`src/rtl/avalon_burst_register_adapter.sv`:
```
// Avalon-MM burst slave bridging to a flat peripheral register bank.
// Bursts use incrementing word addresses. Beats at addresses >= REGS produce no strobe.
// An out-of-range read beat returns SLVERR.
module avalon_burst_register_adapter #(
    parameter int unsigned BUSWIDTH     = 32,
    parameter int unsigned REGS         = 8,
    parameter int unsigned LATENCY      = 1,
    parameter int unsigned MAXBURST     = 4,
    parameter int unsigned BURSTWIDTH   = $clog2(MAXBURST) + 1,
    parameter int unsigned ADDRESSWIDTH = $clog2(REGS)
) (
    input  logic                       clk,
    input  logic                       reset_n,
    input  logic                       read,
    input  logic                       write,
    input  logic [ADDRESSWIDTH-1:0]    address,
    input  logic [BURSTWIDTH-1:0]      burstcount,
    input  logic [BUSWIDTH/8-1:0]      byteenable,
    input  logic [BUSWIDTH-1:0]        data_in,
    output logic                       waitrequest,
    output logic                       read_valid,
    output logic [BUSWIDTH-1:0]        data_out,
    output logic [1:0]                 response,
    output logic [REGS-1:0]            reg_write_en,
    output logic [REGS-1:0]            reg_read_en,
    output logic [BUSWIDTH/8-1:0]      reg_byteenable,
    output logic [BUSWIDTH-1:0]        reg_data_in,
    input  logic [REGS*BUSWIDTH-1:0]   reg_data_out
);

    localparam int unsigned BYTES = BUSWIDTH / 8;

    typedef enum logic [1:0] {
        IDLE   = 2'd0,
        RBURST = 2'd1,
        WBURST = 2'd2
    } state_t;

    // One extra address bit so a burst running past the last register
    // stays out of range instead of wrapping back onto register 0.
    typedef logic [ADDRESSWIDTH:0] baddr_t;

    typedef struct packed {
        logic                valid;
        logic                is_write;
        baddr_t              addr;
        logic [BUSWIDTH-1:0] data;
        logic [BYTES-1:0]    be;
    } beat_t;

    state_t                state, state_next;
    baddr_t                beat_addr, beat_addr_next, addr_inc;
    logic [BURSTWIDTH-1:0] remaining, remaining_next, burst_len;
    beat_t                 issue, strobe;
    logic                  in_range;
    logic [BUSWIDTH-1:0]   rdata;

    // Normalise the requested length: 0 means 1, oversize clamps to MAXBURST.
    always_comb begin
        burst_len = burstcount;
        if (burstcount == '0) begin
            burst_len = BURSTWIDTH'(1);
        end else if (burstcount > BURSTWIDTH'(MAXBURST)) begin
            burst_len = BURSTWIDTH'(MAXBURST);
        end
    end

    // Saturating increment keeps an overrunning burst out of range.
    assign addr_inc = (beat_addr == '1) ? beat_addr : beat_addr + baddr_t'(1);

    // Burst FSM: next state, waitrequest and the beat issued this cycle.
    always_comb begin
        state_next     = state;
        beat_addr_next = beat_addr;
        remaining_next = remaining;
        waitrequest    = 1'b0;
        issue          = '0;
        unique case (state)
            IDLE: begin
                if (read || write) begin
                    issue.valid    = 1'b1;
                    issue.is_write = write;
                    issue.addr     = {1'b0, address};
                    issue.data     = data_in;
                    issue.be       = byteenable;
                    if (burst_len > BURSTWIDTH'(1)) begin
                        state_next     = write ? WBURST : RBURST;
                        beat_addr_next = {1'b0, address} + baddr_t'(1);
                        remaining_next = burst_len - BURSTWIDTH'(1);
                    end
                end
            end
            RBURST: begin
                waitrequest    = 1'b1;
                issue.valid    = 1'b1;
                issue.addr     = beat_addr;
                beat_addr_next = addr_inc;
                remaining_next = remaining - BURSTWIDTH'(1);
                if (remaining == BURSTWIDTH'(1)) begin
                    state_next = IDLE;
                end
            end
            WBURST: begin
                waitrequest = read;
                if (write) begin
                    issue.valid    = 1'b1;
                    issue.is_write = 1'b1;
                    issue.addr     = beat_addr;
                    issue.data     = data_in;
                    issue.be       = byteenable;
                    beat_addr_next = addr_inc;
                    remaining_next = remaining - BURSTWIDTH'(1);
                    if (remaining == BURSTWIDTH'(1)) begin
                        state_next = IDLE;
                    end
                end
            end
            default: state_next = IDLE;
        endcase
        // With LATENCY=1 the strobes are combinational, so suppress them in reset.
        if (!reset_n) begin
            issue.valid = 1'b0;
        end
    end

    // FSM state and burst bookkeeping registers.
    always_ff @(posedge clk or negedge reset_n) begin
        if (!reset_n) begin
            state     <= IDLE;
            beat_addr <= '0;
            remaining <= '0;
        end else begin
            state     <= state_next;
            beat_addr <= beat_addr_next;
            remaining <= remaining_next;
        end
    end

    generate
        if (LATENCY == 1) begin : g_comb
            assign strobe = issue;
        end else begin : g_pipe
            beat_t shift_q [LATENCY-1];

            // Delay line carrying issued beats to the strobe cycle.
            always_ff @(posedge clk or negedge reset_n) begin
                if (!reset_n) begin
                    for (int unsigned i = 0; i < LATENCY - 1; i++) begin
                        shift_q[i] <= '0;
                    end
                end else begin
                    shift_q[0] <= issue;
                    for (int unsigned i = 1; i < LATENCY - 1; i++) begin
                        shift_q[i] <= shift_q[i-1];
                    end
                end
            end

            assign strobe = shift_q[LATENCY-2];
        end
    endgenerate

    assign in_range       = strobe.addr < baddr_t'(REGS);
    assign reg_data_in    = strobe.data;
    assign reg_byteenable = strobe.be;

    // Decode the strobe beat into one-hot register strobes and select read data.
    always_comb begin
        reg_write_en = '0;
        reg_read_en  = '0;
        rdata        = '0;
        for (int unsigned i = 0; i < REGS; i++) begin
            if (strobe.addr == baddr_t'(i)) begin
                rdata = reg_data_out[i*BUSWIDTH +: BUSWIDTH];
                if (strobe.valid) begin
                    if (strobe.is_write) begin
                        reg_write_en[i] = 1'b1;
                    end else begin
                        reg_read_en[i] = 1'b1;
                    end
                end
            end
        end
    end

    // Read return: one registered pulse per read beat; data_out holds between beats.
    always_ff @(posedge clk or negedge reset_n) begin
        if (!reset_n) begin
            read_valid <= 1'b0;
            data_out   <= '0;
            response   <= 2'b00;
        end else begin
            read_valid <= strobe.valid && !strobe.is_write;
            if (strobe.valid && !strobe.is_write) begin
                data_out <= in_range ? rdata : '0;
                response <= in_range ? 2'b00 : 2'b10;
            end
        end
    end

endmodule

```
`config.mk`:
```
export PLATFORM = sky130hd
export DESIGN_NAME = avalon_burst_register_adapter
export DESIGN_NICKNAME = d
export VERILOG_FILES = /design/src/rtl/avalon_burst_register_adapter.sv
export SDC_FILE = /design/constraint.sdc
export NUM_CORES = 1
export LEC_CHECK = 0
export ABC_CLOCK_PERIOD_IN_PS = 3790
export CAP_MARGIN = 5
export CELL_PAD_IN_SITES_DETAIL_PLACEMENT = 0
export CELL_PAD_IN_SITES_GLOBAL_PLACEMENT = 1
export CORE_ASPECT_RATIO = 0.5
export CORE_MARGIN = 5
export CORE_UTILIZATION = 19
export DETAILED_ROUTE_END_ITERATION = 16
export PLACE_DENSITY = 0.8
export SLEW_MARGIN = 25
export SYNTH_ARGS = -nofsm -noshare
export SYNTH_HDL_FRONTEND = slang
export SYNTH_SLANG_ARGS = --single-unit
export TNS_END_PERCENT = 50
```
`constraint.sdc`:
```
create_clock -name clk -period 3.79 [get_ports clk]
set_input_delay 1.137 -clock clk [delete_from_list [all_inputs] [get_ports clk]]
set_output_delay 1.137 -clock clk [all_outputs]
set_load 0.01 [all_outputs]
```
==> reports/qor.yml <==
sta:
  setup-tns-final_ns: 0
  drv_slew: 0
  max_freq_mhz: 267
  maxSlewHeadroom_pct: 50.1
  hold_viol: 0
  min_period_ns: 3.75
  worstMarginPinSlew_ns: 0.749
  min_period_over_period_pct: 98.8
  setup_viol: 0
  fin_worst_skew_ns: 0.00840
  rsz0062_at_grt: "no"
place:
  dp_cells: 1302
  dp_hpwl_um: 22500
  routabilityCongestion: 0.922
  io_buffers: 388
  dpl_cell_area_um2: 8890
setup_path:
  end_kind: "output pin"
  crit_required_ns: 2.65
  path_max_fanout: 6
  cp.arrival_ns: 2.61
  worstSetupPathType: "input port to output pin"
  cp-start-kind: "input port"
job:
  drv_cap: 0
logic_synthesis:
  synth_compound_area_share_pct: 38.0
  synthXorXnorAreaFrac_pct: 0.377
  synth_top_area_share_pct: 23.1
  ys_seq_area_share_pct: 23.1
  synth_top_family_by_area: "compound AO/OA/AOI/OAI gates"
  synthTopCellsByArea: "dfrtp_1, nand2_1, a221o_1, a21oi_1, buf_4"
  synthAdderAreaFrac_pct: 2.15
  yosys.area.top_type: "dfrtp_1"
  yosysUniqueCellTypes: 48
  synth-simple-area-share_pct: 21.6
  synth_nets: 952
  muxShareOfSynthArea_pct: 2.23
  netlist_area_um2: 4650
  ys_ff_latch: 43
  yosysMostFrequentCell: "nand2_1"
  netlist_top_cells_count: "nand2_1, a21oi_1, clkbuf_1"
  async_flop_share_pct: 100
  synth_area_per_cell_um2: 7.24
  synthCells: 642
  synth-edff-count: 0
  synthFlopType: "dfrtp_1"
  synth_warnings: 0
outcome:
  status: "finished clean"
clocking:
  clock-sinks: 43
  clockRootBuffer: "clkbuf_16"
  clock_insertion_delay_worst_skew_ns: 0.29
  clk_path_buf_depth: 2
  cts_tree: "done"
  cts_buffers: 5
  clk_pin_slew_ns: 0.07
  cts.htree.levels: 2
final_layout:
  final_nets: 1316
  drive_gt1_share_pct: 12.0
  fillers: 2414
  regArea_um2: 1080
  fin_util_pct: 38.9
  syn_to_final_growth_pct: 101
  multiInputGateArea_um2: 3150
  design_area_um2: 9350
  fin_cells: 1324
floorplan:
  die_x_um: 231
  pin_count: 390
  initial_utilization_pct: 19.3
  row_count: 40
  die-area_um2: 27900
  core_area_um2: 24000
  die_h_um: 121
power_and_ir_drop:
  ir_drop_mv: 0.270
  power_leakage_uw: 0.00433
  p_per_area_nw_per_um2: 636
  power_uw: 5950
route:
  drc: 0
  ant_nets: 0
  wire_per_inst_um: 21.8
  first_pass_iters: 5
  vias_per_cell: 4.85
  num_vias: 6416
  drtIter0Drc: 588
  routed_wl_um: 28800
global_routing:
  grt_pass1_vias: 6280
  overflow: 0
  grt.total_usage_pct: 18.7
  grt_pass1_wl_um: 40200
  antenna_found_initial: 2
  grt_max_degree: 57
min_path:
  hp-class: "flop to flop"
## metrics by stage
stage / hold slack (ns) / setup slack (ns)
after floorplan: 0.450 / -0.0366
after global placement: 0.467 / -0.711
after detailed placement: 0.482 / -0.745
after CTS: 0.499 / 0.000464
after global routing: 0.521 / 0.0115
final: 0.492 / 0.0449
## layer usage
layer,global-route usage [%],part of all wire (%)
met2,32.5,51
met5,0,0
met1,24.8,42
met4,4.30,1.8
met3,2.53,4.4
## logic make-up (layout without fill, tap and decap cells)
logic type | after synthesis | count (layout)
fa+ha+maj | 8 | 8
flops | 43 | 43
compound gates | 255 | 255
mux | 10 | 10
simple gates | 216 | 216
other cells | 1 | 3
xor+xnor | 2 | 2
buf+inv | 107 | 472
## area by class of cell
class                      instances  area share (%)
multi-input combinational        492            33.7
inverter                          11           0.442
clock inverter                     3           0.268
tap                              315            4.21
timing repair buffer             453            48.5
antenna                            2          0.0535
sequential                        43            11.5
clock buffer                       5            1.34
## worst max-delay path: stages
cell	delay [ns]
buf_2	0.13
a21o_4	0.24
buf_4	0.14
a221oi_4	0.27
and3_4	0.25
nor2b_2	0.19
clkdlybuf4s15_2	0.25
## cell usage in the layout (no fill, tap or decap), types with 6 or more instances in the layout
cell type and instances:
clkdlybuf4s50_1 330, nand2_1 121, a21oi_1 78, buf_4 54
o21ai_0 47, a221o_1 46, dfrtp_1 43, and2_1 37
dlymetal6s2s_1 35, a211o_1 22, a22oi_1 12, inv_1 11
nor2_1 11, o211ai_1 10, ha_1 8, clkbuf_16 8
mux2i_1 7, dlygate4sd2_1 7, buf_2 7, buf_12 7
nor3_2 6, nand3_1 6
## path summary, 6_finish.rpt
path	cells after the start	from	end	slack [ns]
min in group asynchronous	2	reset_n	beat_addr[2]	0.99
worst min register to register	2	remaining[1]	remaining[1]	0.49
worst max-delay path	7	write	reg_read_en[1]	0.04
max in group asynchronous	2	reset_n	remaining[2]	2.38
worst max register to register	10	state[0]	data_out[19]	0.71
worst min-delay path	2	remaining[1]	remaining[1]	0.49
## timing repair
item | 4_1_cts | 5_1_grt
endpoints found under the setup margin | 52 | 44
hold buffers | 0 | 0
resized for setup | 71 | 51
setup buffers | 8 | 1
pin swaps | 6 | 1
gates cloned | 0 | 3
## registers in the layout, indices dropped and copies added (netlist names)
signal and flops:
beat_addr 4, response 1, read_valid 1, state 2
remaining 3, data_out 32
## where the power goes
group          leakage, µW  internal (µW)  switching [µW]  total, µW
registers         0.000539            670             179        849
logic              0.00372           2230            2420       4640
clock network    0.0000700            247             209        457
No activity file was read; power rests on OpenSTA's default activity.
